File: src/rtl/mult_arbiter_pkg.sv
// rtl/mult_arbiter_pkg.sv - shared FSM state type and counter sizing for mult_arbiter
package mult_arbiter_pkg;

    typedef enum logic [1:0] {
        ST_IDLE = 2'd0,
        ST_BUSY = 2'd1,
        ST_DONE = 2'd2
    } state_e;

    localparam int DEF_WIDTH = 8;
    localparam int DEF_CNT_W = $clog2(DEF_WIDTH + 1);

    // The counter must be able to hold the value WIDTH itself, not just WIDTH-1.
    function automatic int cnt_width(input int width);
        return $clog2(width + 1);
    endfunction

endpackage

File: src/rtl/mult_arbiter_engine.sv
// rtl/mult_arbiter_engine.sv - WIDTH-cycle unsigned shift-add multiplier engine
module shift_add_engine
    import mult_arbiter_pkg::*;
#(
    parameter int WIDTH = 8
) (
    input  logic                 clk,
    input  logic                 rst_n,
    input  logic                 load,
    input  logic [WIDTH-1:0]     a,
    input  logic [WIDTH-1:0]     b,
    output logic [2*WIDTH-1:0]   product,
    output logic                 done
);

    localparam int CW = cnt_width(WIDTH);
    localparam logic [CW-1:0] CNT_LOAD = CW'(WIDTH);
    localparam logic [CW-1:0] CNT_ONE  = CW'(1);

    logic [2*WIDTH-1:0] mcand_q, mcand_d;
    logic [WIDTH-1:0]   mplier_q, mplier_d;
    logic [2*WIDTH-1:0] acc_q, acc_d;
    logic [CW-1:0]      count_q, count_d;
    logic [2*WIDTH-1:0] acc_sum;

    // acc_sum is the accumulator after the current step, so the final product
    // is visible in the same cycle that done is high.
    always_comb begin
        acc_sum  = acc_q + (mplier_q[0] ? mcand_q : '0);
        mcand_d  = mcand_q;
        mplier_d = mplier_q;
        acc_d    = acc_q;
        count_d  = count_q;
        if (load) begin
            mcand_d  = {{WIDTH{1'b0}}, a};
            mplier_d = b;
            acc_d    = '0;
            count_d  = CNT_LOAD;
        end else if (count_q != '0) begin
            acc_d    = acc_sum;
            mcand_d  = mcand_q << 1;
            mplier_d = mplier_q >> 1;
            count_d  = count_q - CNT_ONE;
        end
    end

    always_ff @(posedge clk or negedge rst_n) begin
        if (!rst_n) begin
            mcand_q  <= '0;
            mplier_q <= '0;
            acc_q    <= '0;
            count_q  <= '0;
        end else begin
            mcand_q  <= mcand_d;
            mplier_q <= mplier_d;
            acc_q    <= acc_d;
            count_q  <= count_d;
        end
    end

    assign product = acc_sum;
    assign done    = (count_q == CNT_ONE);

endmodule

File: src/rtl/mult_arbiter.sv
// rtl/mult_arbiter.sv - round-robin arbiter sharing one shift-add multiplier among N requesters
module mult_arbiter
    import mult_arbiter_pkg::*;
#(
    parameter int WIDTH = 8,
    parameter int N     = 4,
    parameter int IDW   = $clog2(N)
) (
    input  logic                 clk,
    input  logic                 rst_n,
    input  logic [N-1:0]         req_valid,
    input  logic [N*WIDTH-1:0]   req_a,
    input  logic [N*WIDTH-1:0]   req_b,
    output logic [N-1:0]         req_ready,
    output logic                 res_valid,
    input  logic                 res_ready,
    output logic [2*WIDTH-1:0]   res_data,
    output logic [IDW-1:0]       res_id,
    output logic                 busy
);

    state_e             state_q, state_d;
    logic [IDW-1:0]     rr_ptr_q, rr_ptr_d;
    logic [IDW-1:0]     id_q, id_d;
    logic               res_valid_q, res_valid_d;
    logic [2*WIDTH-1:0] res_data_q, res_data_d;
    logic [IDW-1:0]     res_id_q, res_id_d;
    logic               busy_q, busy_d;

    logic               found;
    logic [IDW-1:0]     winner;
    logic [IDW-1:0]     idx_v;
    logic               grant;
    logic [WIDTH-1:0]   op_a, op_b;
    logic               eng_load;
    logic               eng_done;
    logic [2*WIDTH-1:0] eng_product;

    // Scan from the far end back toward rr_ptr so the nearest valid requester wins.
    always_comb begin
        found  = 1'b0;
        winner = '0;
        idx_v  = '0;
        for (int k = N - 1; k >= 0; k--) begin
            idx_v = IDW'((int'(rr_ptr_q) + k) % N);
            if (req_valid[idx_v]) begin
                found  = 1'b1;
                winner = idx_v;
            end
        end
    end

    always_comb begin
        op_a = '0;
        op_b = '0;
        for (int i = 0; i < N; i++) begin
            if (IDW'(i) == winner) begin
                op_a = req_a[i*WIDTH +: WIDTH];
                op_b = req_b[i*WIDTH +: WIDTH];
            end
        end
    end

    assign grant     = found && (state_q == ST_IDLE);
    assign req_ready = grant ? (N'(1) << winner) : '0;

    always_comb begin
        state_d     = state_q;
        rr_ptr_d    = rr_ptr_q;
        id_d        = id_q;
        res_valid_d = res_valid_q;
        res_data_d  = res_data_q;
        res_id_d    = res_id_q;
        busy_d      = busy_q;
        eng_load    = 1'b0;
        case (state_q)
            ST_IDLE: begin
                if (grant) begin
                    eng_load = 1'b1;
                    id_d     = winner;
                    rr_ptr_d = (winner == IDW'(N - 1)) ? '0 : winner + IDW'(1);
                    busy_d   = 1'b1;
                    state_d  = ST_BUSY;
                end
            end
            ST_BUSY: begin
                if (eng_done) begin
                    res_data_d  = eng_product;
                    res_id_d    = id_q;
                    res_valid_d = 1'b1;
                    state_d     = ST_DONE;
                end
            end
            ST_DONE: begin
                if (res_ready) begin
                    res_valid_d = 1'b0;
                    busy_d      = 1'b0;
                    state_d     = ST_IDLE;
                end
            end
            default: state_d = ST_IDLE;
        endcase
    end

    always_ff @(posedge clk or negedge rst_n) begin
        if (!rst_n) begin
            state_q     <= ST_IDLE;
            rr_ptr_q    <= '0;
            id_q        <= '0;
            res_valid_q <= 1'b0;
            res_data_q  <= '0;
            res_id_q    <= '0;
            busy_q      <= 1'b0;
        end else begin
            state_q     <= state_d;
            rr_ptr_q    <= rr_ptr_d;
            id_q        <= id_d;
            res_valid_q <= res_valid_d;
            res_data_q  <= res_data_d;
            res_id_q    <= res_id_d;
            busy_q      <= busy_d;
        end
    end

    shift_add_engine #(
        .WIDTH (WIDTH)
    ) u_engine (
        .clk     (clk),
        .rst_n   (rst_n),
        .load    (eng_load),
        .a       (op_a),
        .b       (op_b),
        .product (eng_product),
        .done    (eng_done)
    );

    assign res_valid = res_valid_q;
    assign res_data  = res_data_q;
    assign res_id    = res_id_q;
    assign busy      = busy_q;

endmodule

File: config.mk
export PLATFORM = sky130hd
export DESIGN_NAME = mult_arbiter
export DESIGN_NICKNAME = d
export VERILOG_FILES = /design/src/rtl/mult_arbiter_pkg.sv /design/src/rtl/mult_arbiter_engine.sv /design/src/rtl/mult_arbiter.sv
export SDC_FILE = /design/constraint.sdc
export NUM_CORES = 1
export LEC_CHECK = 0
export CAP_MARGIN = 20
export CORE_MARGIN = 5
export CORE_UTILIZATION = 50
export DETAILED_ROUTE_END_ITERATION = 16
export GPL_TIMING_DRIVEN = 0
export PLACE_DENSITY = 0.79
export SYNTH_ARGS = -nofsm -noshare
export SYNTH_HDL_FRONTEND = slang
export SYNTH_SLANG_ARGS = --single-unit
File: constraint.sdc
create_clock -name clk -period 4.66 [get_ports clk]
set_clock_uncertainty 0.05 [all_clocks]
set_input_delay 0.466 -clock clk [delete_from_list [all_inputs] [get_ports clk]]
set_output_delay 0.466 -clock clk [all_outputs]
set_load 0.02 [all_outputs]
Word level (Yosys, flattened, before mapping). Cells that the tools add are included.

Output and inout port bits: 24. Flip-flop bits (word level): 70. Input bits: 71. Logic and storage cells: 90.

Reductions and logical operators: 12. Order comparisons: 4. Multiplexer cells: 46. Add/sub/neg operators: 6. Shift operators: 1. Eq/ne operators: 10.

Operators by type and width (count): 16-bit two-way mux (5); 8-bit two-way mux (10); 16-bit adder (1); 2-bit two-way mux (8); 1-bit two-way mux (13); 2-bit by 3-bit < comparator with 1-bit output, second input constant (4); 4-bit two-way mux (3); 3-bit AND reduction (3); 1-bit binary-select mux with 2-bit select (4); 2-bit != test, second input constant (3); 2-bit case mux with 3 select lines (1); 2-bit nonzero test (3); 2-bit by 1-bit adder with 2-bit output, second input constant (2); 2-bit adder, second input constant (2); 2-bit == test, first input constant (2); 2-bit == test, second input constant (2); 4-bit by 1-bit == test with 1-bit output, second input constant (1); 2-bit logical NOT (2); 1-bit case mux with 2 select lines (2); 2-bit AND reduction (2); 4-bit nonzero test (1); 1-bit by 2-bit left shift with 4-bit output, first input constant (1); 4-bit by 1-bit subtractor with 4-bit output, second input constant (1); 1-bit by 2-bit == test with 1-bit output, first input constant (1); 2 further kinds (2).

Logic depth before layout (Yosys ltp).
Word-level depth: 13. Depth in mapped cells: 11.

By module. From an unflattened synthesis, not the netlist that was laid out.

Cell total of the unflattened synthesis: 427. Area total of the unflattened synthesis: 4311.6 um^2.

Modules (own cells, without submodules): shift_add_engine (area an instance 2606.2 um^2, cells each 258, instances 1); mult_arbiter (area an instance 1705.4 um^2, cells each 169, instances 1).

Worst setup path after synthesis. No wires, ideal clock.

Path type: reg2reg. Start: register u_engine.mplier_q[0]. End: register res_data_q[14], in the netlist res_data[14]. Arrival: 2.412 ns. Data required time: 4.475 ns. Cell stages (with the launch flop): 11. Slack: 2.064 ns. Setup time: 0.135 ns. Cells stage by stage: dfrtp_1 > clkbuf_1 > and2_1 > ha_1 > fa_1 > a21o_1 > a221oi_2 > o21ai_0 > o22ai_1 > xor2_1 > o21ai_0.

Longest elaborated chain between the ends: 2.

RTL lines: start, declared (RTL line mult_arbiter_engine.sv:21) `logic [WIDTH-1:0] mplier_q, mplier_d;`; start signal, assigned (RTL line mult_arbiter_engine.sv:55) `mplier_q <= mplier_d;`; 16-bit two-way mux (RTL line mult_arbiter_engine.sv:29) `acc_sum = acc_q + (mplier_q[0] ? mcand_q : '0);`; 16-bit adder (RTL line mult_arbiter_engine.sv:29); end signal, assigned (RTL line mult_arbiter.sv:119) `res_data_q <= res_data_d;`; end, declared (RTL line mult_arbiter.sv:26) `logic [2*WIDTH-1:0] res_data_q, res_data_d;`.

Every way passes these cells. A chain may end at the register's enable or synchronous reset.

Worst setup path after layout.
Start: input port req_valid[0]. End: output port req_ready[1].

Longest elaborated chain between the ends: 8. Elaborated cells between the ends (all ways): 19. Classes of those cells: 1 x shift; 17 x mux; 1 x reduce/logical.

RTL lines: start, declared (RTL line mult_arbiter.sv:11) `input logic [N-1:0] req_valid,`; 1-bit binary-select mux with 2-bit select (RTL line mult_arbiter.sv:46) `if (req_valid[idx_v]) begin`; 1-bit two-way mux (implied by the code) (RTL line mult_arbiter.sv:46); 2-bit two-way mux (3 in a row) (RTL line mult_arbiter.sv:46); 2-bit two-way mux * (RTL line mult_arbiter.sv:46); named net winner[0] (RTL line mult_arbiter.sv:31) `logic [IDW-1:0] winner;`; 1-bit by 2-bit left shift with 4-bit output * (RTL line mult_arbiter.sv:65) `assign req_ready = grant ? (N'(1) << winner) : '0;`; 4-bit two-way mux * (RTL line mult_arbiter.sv:65); end, declared (RTL line mult_arbiter.sv:14) `output logic [N-1:0] req_ready,`.

The timed path passes the listed nets; every way through them passes the cells marked *. The select of a mux whose other input is x is not followed.

==> impl_metrics.json <==
{
  "status": "finished, final reports clean",
  "drc_errors": 0,
  "die_width_um": 102.1,
  "finalMaxSlewViolations": 0,
  "drive_above_1_share_pct": 5.537,
  "die_h_um": 102.1,
  "hpwlAfterDp_mm": 8.923,
  "grt_first_pass_wirelength_mm": 19.71,
  "final_antenna_net_count": 0,
  "root_buffer": "clkbuf_8",
  "numCtsBuffers": 9,
  "cts.repair.resized": 0,
  "syn_to_final_growth_pct": 30.47,
  "critPathRequiredTime_ns": 4.14,
  "place_congestion": 0.9337,
  "ios": 95,
  "grt-ovfl-total": 0,
  "layout_common_cells": "93 x nand2_1, 93 x clkdlybuf4s50_1, 70 x dfrtp_1",
  "slew_headroom_pct": 41.64,
  "syn_inst": 486,
  "crit_arrival_ns": 3.42,
  "rows": 33,
  "leakagePower_nw": 2.362,
  "postSynth.asyncResetShare_pct": 100.0,
  "setup_violations": 0,
  "layout_min_cycle_time_ns": 3.938,
  "clock-sinks": 70,
  "cts_hold_buf": 0,
  "cts-htree-levels": 3,
  "critPathKind": "in2out",
  "synth_top_area_share_pct": 41.30,
  "clock.fmax_mhz": 253.9,
  "hold_path.class": "in2async",
  "post-route-period-util_pct": 84.51,
  "fin_tns_setup_ns": 0,
  "syn_area_mm2": 0.004242,
  "path_clk_slew_ns": 0.08,
  "synthesis.nets": 579,
  "drtIter0Drc": 245,
  "synth_seq_cells": 70,
  "ys_types": 45,
  "grt_pass1_vias": 4242,
  "grt_max_degree": 71,
  "worst_hold_slack_ns": 0.1606,
  "cts_setup_buffers": 0,
  "grt_use_total_pct": 23.99,
  "wire_per_inst_um": 16.79,
  "irDropWorstVdd_v": 0.0002834,
  "fin_nets": 684,
  "cp-end-kind": "primary output",
  "antenna_found_initial": 0,
  "via_per_inst": 5.752,
  "vias": 4032,
  "start_util_pct": 51.36,
  "critPathLaunchType": "input pin",
  "yosysTopAreaCell": "dfrtp_1",
  "clk_path_buf_depth": 2,
  "worst_pin_slew_ns": 0.8754,
  "totalWireLength_mm": 11.77,
  "maxCapViolations": 0,
  "yosysWarnings": 0,
  "synth_edf_count": 0,
  "synth-main-ff-cell": "dfrtp_1",
  "hold_violations": 0,
  "firstDrtPassIters": 5,
  "yosysSeqAreaShare_pct": 41.30,
  "tritoncts": "done",
  "yosys-top-cells-area": "dfrtp_1 41%, nand2_1 8.2%, ha_1 6.2%, a21oi_1 4.8%, a211oi_1 3.2%",
  "grt_setup_unrepaired": "no",
  "diodes": 0,
  "dieArea_mm2": 0.01043,
  "synth.avg_cell_area_um2": 8.728,
  "port_buffers": 94,
  "insertion_delay_ns": 0.36,
  "powerDensity_mw_per_mm2": 642.1,
  "core-area_mm2": 0.008258,
  "path_max_fanout": 10
}
[registers in the layout, summed over array words and instances, names as in the netlist]
| register | flops |
|---|---|
| res_data | 16 |
| u_engine.acc_q | 16 |
| u_engine.mcand_q | 16 |
| u_engine.mplier_q | 8 |
| u_engine.count_q | 4 |
| id_q | 2 |
| res_id | 2 |
| rr_ptr_q | 2 |
| state_q | 2 |
| busy | 1 |
| res_valid | 1 |
[final cells by class]
| class | instances | area, um^2 |
|---|---|---|
| multi-input cells | 378 | 2346 |
| repair buffers | 94 | 938.4 |
| flip-flops and latches | 70 | 1752 |
| clock inverters | 6 | 85.08 |
| plain buffers | 32 | 121.4 |
| inverters | 6 | 22.52 |
| fillers | 649 | 2724 |
| well taps | 105 | 131.4 |
| clock buffers | 10 | 137.6 |
[final timing paths]
check                                        start                                to  slack (ns)  cells past startpoint
max in group asynchronous                    rst_n           rr_ptr_q[0]$_DFFE_PN0P_        3.81                      1
min reg2reg                    id_q[1]$_DFFE_PN0P_               id_q[1]$_DFFE_PN0P_        0.43                      2
min in group clk               id_q[1]$_DFFE_PN0P_               id_q[1]$_DFFE_PN0P_        0.43                      2
max                                   req_valid[0]                      req_ready[1]        0.72                      9
max reg2reg                rr_ptr_q[1]$_DFFE_PN0P_  u_engine.mplier_q[1]$_DFFE_PN0P_        1.47                     11
min                                          rst_n           res_data[1]$_DFFE_PN0P_        0.16                      1
[metal layers]
layer / vias to the layer above / global-route usage, % / wire length [um]
met1: 1894 / 28.43 / 4926
li1: 1948 / - / -
met3: 23 / 6.826 / 906
met2: 167 / 41.58 / 5697
met4: 0 / 8.577 / 239
met5: - / 0 / 0
[through the flow]
stage	worst slack (ns)	power (mW)	util [%]	instance area [um^2]	std cells
floorplan	2.064	2.374	-	4242	486
global placement	0.7980	2.920	64.35	5314	685
detailed placement	0.8183	2.986	64.32	5311	685
CTS	0.8090	3.559	67.02	5534	701
global route	0.6015	3.837	67.02	5534	701
finish	0.7217	3.553	67.02	5534	701
[kinds of logic (layout without fill, tap and decap cells)]
family	Yosys count	after routing	synth area share, %
mux	11	11	2.891
simple gates	194	194	21.62
compound gates	136	136	21.03
buf+inv	38	148	3.392
xor+xnor	15	15	3.097
flops	70	70	41.30
fa+ha+maj	22	22	6.667
[critical path, stage by stage]
cell	delay, ns
clkdlybuf4s50_1	0.48
mux2i_1	0.16
nor2_1	0.06
nor3_1	0.51
ha_1	0.24
clkbuf_1	0.34
clkbuf_1	0.36
and2_1	0.19
clkdlybuf4s50_1	0.61
[synth_stat cells (10+ instances only)]
| master | n |
|---|---|
| nand2_1 | 93 |
| dfrtp_1 | 70 |
| a21oi_1 | 41 |
| clkbuf_1 | 29 |
| ha_1 | 21 |
| and2_1 | 20 |
| o21ai_0 | 20 |
| nor3_1 | 19 |
| a211oi_1 | 18 |
| nor2_1 | 17 |
| nor2b_1 | 16 |
| a221oi_1 | 15 |
| a31oi_1 | 15 |
| mux2_2 | 10 |
[power breakdown]
part | total, mW | internal, mW | leakage (nW) | switching [mW]
combinational | 1.94 | 0.810 | 1.37 | 1.13
sequential | 1.06 | 0.876 | 0.882 | 0.189
clock | 0.548 | 0.314 | 0.108 | 0.234
Power figures use the tool's default switching activity.
